--- src/rtl/immediate_encode.sv ---
// immediate_encode: packs a 32-bit immediate into the U/J/I/B/S fields of an instruction template,
// flags range/alignment/select errors and counts errored words, behind a 2-stage valid/ready pipeline.
module immediate_encode #(
    parameter int CNT_W = 16
) (
    input  logic             clk,
    input  logic             rst_n,
    input  logic             in_valid,
    output logic             in_ready,
    input  logic [31:0]      in_template,
    input  logic [31:0]      in_imm,
    input  logic [2:0]       in_select,
    output logic             out_valid,
    input  logic             out_ready,
    output logic [31:0]      out_instruction,
    output logic [1:0]       out_err_code,
    output logic [CNT_W-1:0] err_count
);
    logic        s1_v;
    logic        s2_v;
    logic [31:0] s1_template;
    logic [31:0] s1_imm;
    logic [2:0]  s1_sel;
    logic        s2_adv;
    logic        ext11;
    logic        ext12;
    logic        ext20;
    logic [31:0] enc;
    logic [1:0]  err;

    assign s2_adv    = !s2_v || out_ready;
    assign in_ready  = !s1_v || s2_adv;
    assign out_valid = s2_v;

    // the immediate fits its field when every bit above the field's sign bit matches it
    assign ext11 = &s1_imm[31:11] || ~|s1_imm[31:11];
    assign ext12 = &s1_imm[31:12] || ~|s1_imm[31:12];
    assign ext20 = &s1_imm[31:20] || ~|s1_imm[31:20];

    always_comb begin
        enc = s1_template;
        err = 2'b00;
        case (s1_sel)
            3'd0: begin
                enc[31:12] = s1_imm[31:12];
                err        = |s1_imm[11:0] ? 2'b01 : 2'b00;
            end
            3'd1: begin
                enc[31:12] = {s1_imm[20], s1_imm[10:1], s1_imm[11], s1_imm[19:12]};
                err        = !ext20 ? 2'b01 : s1_imm[0] ? 2'b10 : 2'b00;
            end
            3'd2: begin
                enc[31:20] = s1_imm[11:0];
                err        = ext11 ? 2'b00 : 2'b01;
            end
            3'd3: begin
                enc[31:25] = {s1_imm[12], s1_imm[10:5]};
                enc[11:7]  = {s1_imm[4:1], s1_imm[11]};
                err        = !ext12 ? 2'b01 : s1_imm[0] ? 2'b10 : 2'b00;
            end
            3'd4: begin
                enc[31:25] = s1_imm[11:5];
                enc[11:7]  = s1_imm[4:0];
                err        = ext11 ? 2'b00 : 2'b01;
            end
            default: err = 2'b11;
        endcase
    end

    always_ff @(posedge clk or negedge rst_n) begin
        if (!rst_n) begin
            s1_v            <= 1'b0;
            s1_template     <= '0;
            s1_imm          <= '0;
            s1_sel          <= '0;
            s2_v            <= 1'b0;
            out_instruction <= '0;
            out_err_code    <= '0;
            err_count       <= '0;
        end else begin
            if (in_ready) begin
                s1_v <= in_valid;
                if (in_valid) begin
                    s1_template <= in_template;
                    s1_imm      <= in_imm;
                    s1_sel      <= in_select;
                end
            end
            if (s2_adv) begin
                s2_v <= s1_v;
                if (s1_v) begin
                    out_instruction <= enc;
                    out_err_code    <= err;
                end
            end
            if (out_valid && out_ready && out_err_code != 2'b00 && !(&err_count))
                err_count <= err_count + CNT_W'(1);
        end
    end
endmodule

--- config.mk ---
export PLATFORM = sky130hd
export DESIGN_NAME = immediate_encode
export DESIGN_NICKNAME = d
export VERILOG_FILES = /design/src/rtl/immediate_encode.sv
export SDC_FILE = /design/constraint.sdc
export NUM_CORES = 1
export LEC_CHECK = 0
export CORE_UTILIZATION = 50
export CTS_CLUSTER_SIZE = 14
export DETAILED_ROUTE_END_ITERATION = 10
export PLACE_DENSITY_LB_ADDON = 0.05
export SETUP_SLACK_MARGIN = 0.4
export SYNTH_ARGS = -nofsm -noshare
export SYNTH_HDL_FRONTEND = slang
export SYNTH_SLANG_ARGS = --single-unit
--- constraint.sdc ---
create_clock -name clk -period 1.9 [get_ports clk]
set_input_delay 0.38 -clock clk [delete_from_list [all_inputs] [get_ports clk]]
set_output_delay 0.38 -clock clk [all_outputs]
set_load 0.02 [all_outputs]
==> flow_metrics.env, run 1 <==
export IMPL_outcome="finished, final reports clean"
export IMPL_nets=702
export IMPL_fin_area_um2=8077
export IMPL_grt_busiest_layer="met2"
export IMPL_gp_congestion=0.8099
export IMPL_drc=0
export IMPL_via_per_inst=5.488
export IMPL_maxCapViolCount=0
export IMPL_peakVddDrop_mv=0.7265
export IMPL_timing_slew_headroom_pct=68.56
export IMPL_crit_path_max_fanout=5
export IMPL_grt_pass1_vias=4289
export IMPL_tightest_slew_ns=0.4695
export IMPL_path_clk_slew_ns=0.07
export IMPL_fp_dieW_um=105.2
export IMPL_fin_crit_sh_pct=86.37
export IMPL_dp_cells=703
export IMPL_gr_usage_met1_pct=32.85
export IMPL_use_met3_pct=5.442
export IMPL_rows=37
export IMPL_leakagePower_nw=3.771
export IMPL_dr_pass1_iters=4
export IMPL_ios=123
export IMPL_synthArstFlopShare_pct=100.0
export IMPL_grtUsageTotal_pct=24.41
export IMPL_hp_class="input pin to asynchronous set/reset pin"
export IMPL_detail_route_antenna_nets=0
export IMPL_area_growth_pct=51.56
export IMPL_end_kind="register"
export IMPL_fillers=648
export IMPL_clockBufferDepth=2
export IMPL_gr_usage_met2_pct=38.72
export IMPL_chipHeight_um=105.2
export IMPL_postSynthAreaPerCell_um2=11.92
export IMPL_start_util_pct=51.62
export IMPL_cts_sinks=119
export IMPL_multiInputGateArea_um2=2621
export IMPL_rsz0062_at_grt="true"
export IMPL_period_needed_ns=1.641
export IMPL_worstPathRequired_ns=2.32
export IMPL_die_area_um2=11070
export IMPL_htree_levels=4
export IMPL_overflow=0
export IMPL_ys_flop_type="dfrtp_1"
export IMPL_clock_latency_ns=0.52
export IMPL_cts_buffers_inserted=17
export IMPL_synthCells=447
export IMPL_drive_gt1_share_pct=41.99
export IMPL_totalWireLength_um=14630
export IMPL_antenna_found_initial=0
export IMPL_synth_edf_count=0
export IMPL_syn_area_um2=5329
export IMPL_vias=4275
export IMPL_crit_type="register to register"
export IMPL_cp_arrival_ns=2.06
export IMPL_skew_ns=0.01147
export IMPL_ys_seq_area_share_pct=55.88
export IMPL_coreArea_um2=10320
export IMPL_setup_violations_final=0
export IMPL_register_area_um2=2994
export IMPL_hold_viol=0
export IMPL_drtIter0Drc=278
export IMPL_place_ws_ns=-0.1333
export IMPL_worst_slack_ns=0.2590
export IMPL_cts_tree="built"
export IMPL_synth_net_count=519
export IMPL_placed_area_um2=6883
export IMPL_grt_max_degree=40
export IMPL_p_per_area_nw_per_um2=1127
export IMPL_grt_first_pass_wirelength_um=20890
export IMPL_drv_slew=0
export IMPL_max_clock_freq_mhz=609.4
export IMPL_routedWlPerCell_um=18.78
export IMPL_io_buffer_count=122
export IMPL_ys_ff_latch=119
export IMPL_yosys_warnings=0
export IMPL_final_cell_count_no_fill=779
export IMPL_place_hpwl_um=8658
export IMPL_startpoint_type="register"
export IMPL_antennaDiodeCount=0
export IMPL_synth_cell_type_count=51
export IMPL_cts_root_buf="clkbuf_8"
==> final timing paths <==
path,start,endpoint,slack [ns],depth (start not counted)
max,err_count[4],err_count[10],0.26,5
min,rst_n,out_instruction[5],0.30,2
max reg2reg,err_count[4],err_count[10],0.26,5
min reg2reg,out_instruction[7],out_instruction[7],0.48,2
max in group asynchronous,rst_n,out_instruction[22],0.98,3
min in group clk,out_ready,out_valid,0.33,3
==> per-stage QoR <==
| step | util (%) | hold WS [ns] | total power [mW] | setup TNS, ns |
|---|---|---|---|---|
| detailed placement | 66.67 | 0.2962 | 5.753 | -5.677 |
| CTS | 72.66 | 0.2886 | 8.741 | 0 |
| global route | 78.23 | 0.3153 | 9.515 | 0 |
| finish | 78.23 | 0.2978 | 9.106 | 0 |
| floorplan | - | 0.08441 | 4.654 | 0 |
| global placement | 66.67 | 0.2818 | 5.664 | -7.224 |
==> Yosys cell counts (2+ instances only) <==
library cell,number,area share [%]
nor2_1,3,0.21
mux2i_1,13,2.4
nand2_1,68,4.8
o211ai_1,3,0.42
nand4_1,9,1.1
clkbuf_1,8,0.56
xor2_1,4,0.66
nor4_1,8,0.94
and3_1,5,0.59
mux2_2,76,16
a31oi_1,2,0.23
inv_1,4,0.28
buf_2,11,1.0
o31ai_1,2,0.28
a211oi_1,4,0.56
nand3_2,2,0.38
nor3_1,2,0.19
xnor2_1,12,2.0
o22ai_1,5,0.59
o22a_1,3,0.49
nand3_1,13,1.2
buf_4,3,0.42
dfrtp_1,119,56
nor3_2,2,0.38
a21oi_1,4,0.38
nand2b_1,5,0.59
o21ai_0,33,3.1
==> kinds of logic after synthesis <==
kind of cell    count (synthesis)  synth area share [%]
simple gates                  128                 12.02
flops                         119                 55.88
mux                            90                 18.92
compound gates                 65                 7.725
buf+inv                        28                 2.583
xor+xnor                       16                 2.630
fa+ha+maj                       1                0.2348
==> critical path, stage by stage (launching register included) <==
cell      delay, ns
dfrtp_2        0.41
and4_4         0.20
and4_4         0.18
a211oi_4       0.32
nand4_1        0.20
xnor2_1        0.25
==> state kept, by name, summed over array words and instances (netlist names) <==
register and count:
s1_template 32, out_err_code 2, out_valid 1, s1_v 1, s1_imm 32, out_instruction 32
s1_sel 3, err_count 16
==> where the power goes <==
group / switching [mW] / total, mW / leakage (nW) / internal [mW]
Combinational: 1.30 / 2.66 / 2.08 / 1.36
Sequential: 0.411 / 3.44 / 1.41 / 3.03
Clock: 1.25 / 3.01 / 0.276 / 1.76
Total: 2.95 / 9.11 / 3.77 / 6.15
==> routing by layer <==
| metal | vias to the layer above | share of wire [%] |
|---|---|---|
| li1 | 1973 | - |
| met1 | 2128 | 44 |
| met2 | 152 | 50 |
| met3 | 22 | 5.2 |
| met4 | 0 | 1.4 |
| met5 | - | 0 |
==> cell type report <==
type                       count  area share (%)
clock buffer                  17           5.128
inverter                       4          0.1859
timing repair buffer         187           21.29
multi-input combinational    301           32.46
tap                          136           2.107
sequential                   119           37.07
clock inverter                15           1.766
==> cells in the final DEF, fill, tap and decap left out, types with 5 or more instances in the layout <==
cell type          n
buf_12             6
buf_2             43
buf_4             46
buf_6             12
buf_8              5
clkbuf_16         21
clkdlybuf4s50_1   68
dfrtp_1          106
dfrtp_2           13
inv_6              5
mux2_2            18
mux2_4            58
mux2i_1           13
nand2_1           64
nand2b_1           5
nand3_1           12
nand4_1            9
o21ai_0           26
o21ai_1            8
o22ai_1            5
xnor2_1           10
==> what timing repair did <==
action,4_1_cts,5_1_grt
hold buffers,1,0
cloned,0,8
endpoints found under the setup margin,73,108
pin swaps,12,17
setup buffers,29,6
resized for setup,230,101
hold endpoints to repair,18,0
Power figures use the tool's default switching activity.
==> inputs of run 2 (changes only) <==
- ABC_AREA: not set -> 1
- CORE_ASPECT_RATIO: not set -> 1.2
==> run 2 against run 1 <==
  * Final cell count increased by 18%
  * Critical path type is now input pin to output port
  * Critical path depth is 1 lower
  * Total power is 3.4% higher
  * Setup slack better by 0.094 ns
==> flow_metrics.env, run 2 <==
export IMPL_synth_top_area_cell="dfrtp_1"
export IMPL_overflow=0
export IMPL_max_clock_freq_mhz=646.4
export IMPL_multiInputGateArea_um2=2175
export IMPL_drtIter0Drc=249
export IMPL_skew_ns=0.005400
export IMPL_area_growth_pct=45.38
export IMPL_gp_congestion=0.8650
export IMPL_yosys_warnings=0
export IMPL_register_area_um2=2987
export IMPL_ys_ff_latch=119
export IMPL_top_regs="out_instruction (32), s1_imm (32), s1_template (32)"
export IMPL_die_area_um2=11210
export IMPL_cp_num_buf_inv=3
export IMPL_detail_route_antenna_nets=0
export IMPL_crit_cells=4
export IMPL_crit_path_max_fanout=2
export IMPL_drv_slew=0
export IMPL_worstPathRequired_ns=1.52
export IMPL_timing_slew_headroom_pct=70.68
export IMPL_crit_type="input pin to output port"
export IMPL_fin_util_pct=74.55
export IMPL_final_cell_count_no_fill=923
export IMPL_leakagePower_nw=3.671
export IMPL_fin_crit_sh_pct=81.42
export IMPL_clockBufferDepth=2
export IMPL_worst_slack_ns=0.3529
export IMPL_fillers=756
export IMPL_reg2reg_depth=9
export IMPL_tightest_slew_ns=0.4399
export IMPL_rsz0062_at_grt="true"
export IMPL_peakVddDrop_mv=0.7038
export IMPL_hp_class="input pin to asynchronous set/reset pin"
export IMPL_synth_most_common_cell="dfrtp_1"
export IMPL_drc=0
export IMPL_startpoint="out_ready"
export IMPL_grt_first_pass_wirelength_um=22000
export IMPL_ys_seq_area_share_pct=55.22
export IMPL_synthArstFlopShare_pct=100.0
export IMPL_maxCapViolCount=0
export IMPL_timing_rr_end="err_count[11]"
export IMPL_chipHeight_um=115.8
export IMPL_startpoint_type="input pin"
export IMPL_grtUsageTotal_pct=25.01
export IMPL_routedWlPerCell_um=15.28
export IMPL_outcome="finished, final reports clean"
export IMPL_drive_gt1_share_pct=21.66
export IMPL_synth_net_count=687
export IMPL_place_hpwl_um=9458
export IMPL_start_util_pct=51.28
export IMPL_finalPower_mw=9.411
export IMPL_end_kind="output port"
export IMPL_rows=41
export IMPL_place_ws_ns=-0.08758
export IMPL_cp_cell_sequence="clkdlybuf4s50_1 > inv_1 > nand3_2 > buf_2"
export IMPL_coreArea_um2=10520
export IMPL_antennaDiodeCount=0
export IMPL_grt_max_degree=54
export IMPL_period_needed_ns=1.547
export IMPL_r2r_setup_slack_ns=0.35
export IMPL_io_buffer_count=122
export IMPL_via_per_inst=5.206
export IMPL_ys_top_cells_by_count="dfrtp_1 (119), nor2_1 (108), nand2_1 (100), inv_1 (67), a21oi_1 (51)"
export IMPL_htree_levels=4
export IMPL_totalWireLength_um=14100
export IMPL_final_common_cell="dfrtp_1"
export IMPL_synth_cell_type_count=32
export IMPL_slowest_stage="clkdlybuf4s50_1"
export IMPL_vias=4805
export IMPL_r2r_start="err_count[1]"
export IMPL_slowest_delay_ns=0.47
export IMPL_synthCells=615
export IMPL_fp_dieW_um=96.81
export IMPL_hold_viol=0
export IMPL_cts_root_buf="clkbuf_16"
export IMPL_cts_buffers_inserted=17
export IMPL_cts_tree="built"
export IMPL_dr_pass1_iters=5
export IMPL_synth_top_area_share_pct=55.22
export IMPL_syn_area_um2=5393
export IMPL_path_clk_slew_ns=0.05
export IMPL_cts_sinks=119
export IMPL_p_per_area_nw_per_um2=1200
export IMPL_dp_cells=865
export IMPL_synth_edf_count=0
export IMPL_clock_latency_ns=0.40
export IMPL_synth_top_cells_by_area="dfrtp_1 (55%), nor2_1 (7.5%), nand2_1 (7.0%)"
export IMPL_final_cell_mix="dfrtp_1 (112), nor2_1 (102), nand2_1 (94), clkdlybuf4s50_1 (69), inv_1 (64)"
export IMPL_cp_arrival_ns=1.17
export IMPL_ios=123
export IMPL_path_delay_family="buffers and inverters"
export IMPL_crit_end="in_ready"
export IMPL_antenna_found_initial=0
export IMPL_grt_pass1_vias=4670
export IMPL_postSynthAreaPerCell_um2=8.769
export IMPL_ys_flop_type="dfrtp_1"
export IMPL_nets=853
export IMPL_setup_violations_final=0
-- run 2: final cells by class --
| type | instances | share of cell area [%] |
|---|---|---|
| repair buffers | 166 | 20.76 |
| inverters | 69 | 3.304 |
| clock inverters | 13 | 2.266 |
| well taps | 129 | 2.059 |
| multi-input cells | 408 | 27.74 |
| flip-flops and latches | 119 | 38.09 |
| clock buffers | 19 | 5.777 |
-- run 2: worst reg2reg max path: cells and delay by family (launching register included) --
family           cells  cell delay, ns
DFF                  1            0.41
and+or+nand+nor      9            1.04
-- run 2: metrics by stage --
step | instance area, um^2 | hold slack, ns | TNS [ns]
4_1_cts | 7626 | 0.4652 | 0
5_1_grt | 7840 | 0.4966 | 0
3_5_place_dp | 6884 | 0.3452 | -0.08758
6_report | 7840 | 0.4602 | 0
2_1_floorplan | 5399 | 0.08441 | 0
3_3_place_gp | 6884 | 0.3428 | -0.08155
-- run 2: cells by family (layout without fill, tap and decap cells) --
logic type,after synthesis,in the layout,synth area share [%]
XOR/XNOR,10,10,1.624
multiplexers,25,25,5.197
adder cells (fa/ha/maj),1,1,0.2320
AO/OA/AOI/OAI,120,120,11.72
AND/OR/NAND/NOR,252,252,19.12
buffers and inverters,88,267,6.891
flip-flops,119,119,55.22
-- run 2: timing repair --
action / 4_1_cts / 5_1_grt
gates resized for setup: 108 / 69
pin swaps: 2 / 8
cloned: 0 / 4
setup endpoints to repair: 61 / 86
hold buffers: 1 / 0
buffers inserted: 11 / 10
endpoints found under the hold margin: 29 / 0
-- run 2: worst min-delay path by stage --
stage                      from      endpoint  slack, ns  cells past startpoint
after floorplan           rst_n  err_count[0]       0.08                      0
after global placement    rst_n  err_count[0]       0.34                      1
after detailed placement  rst_n  err_count[0]       0.35                      1
after CTS                 rst_n  err_count[0]       0.47                      2
after global routing      rst_n  err_count[0]       0.50                      2
final                     rst_n  err_count[0]       0.46                      2
-- run 2: metal layers --
layer | track usage [%] | part of all wire, % | up-vias
met5 | 0 | 0 | -
met4 | 10.05 | 2.2 | 0
met3 | 6.393 | 4.6 | 25
met2 | 43.24 | 52 | 143
met1 | 30.19 | 41 | 2314
li1 | - | - | 2323
-- run 2: power breakdown --
| part | switching [mW] | internal [mW] |
|---|---|---|
| combinational | 1.41 | 1.11 |
| clock | 1.13 | 2.25 |
| sequential | 0.428 | 3.09 |
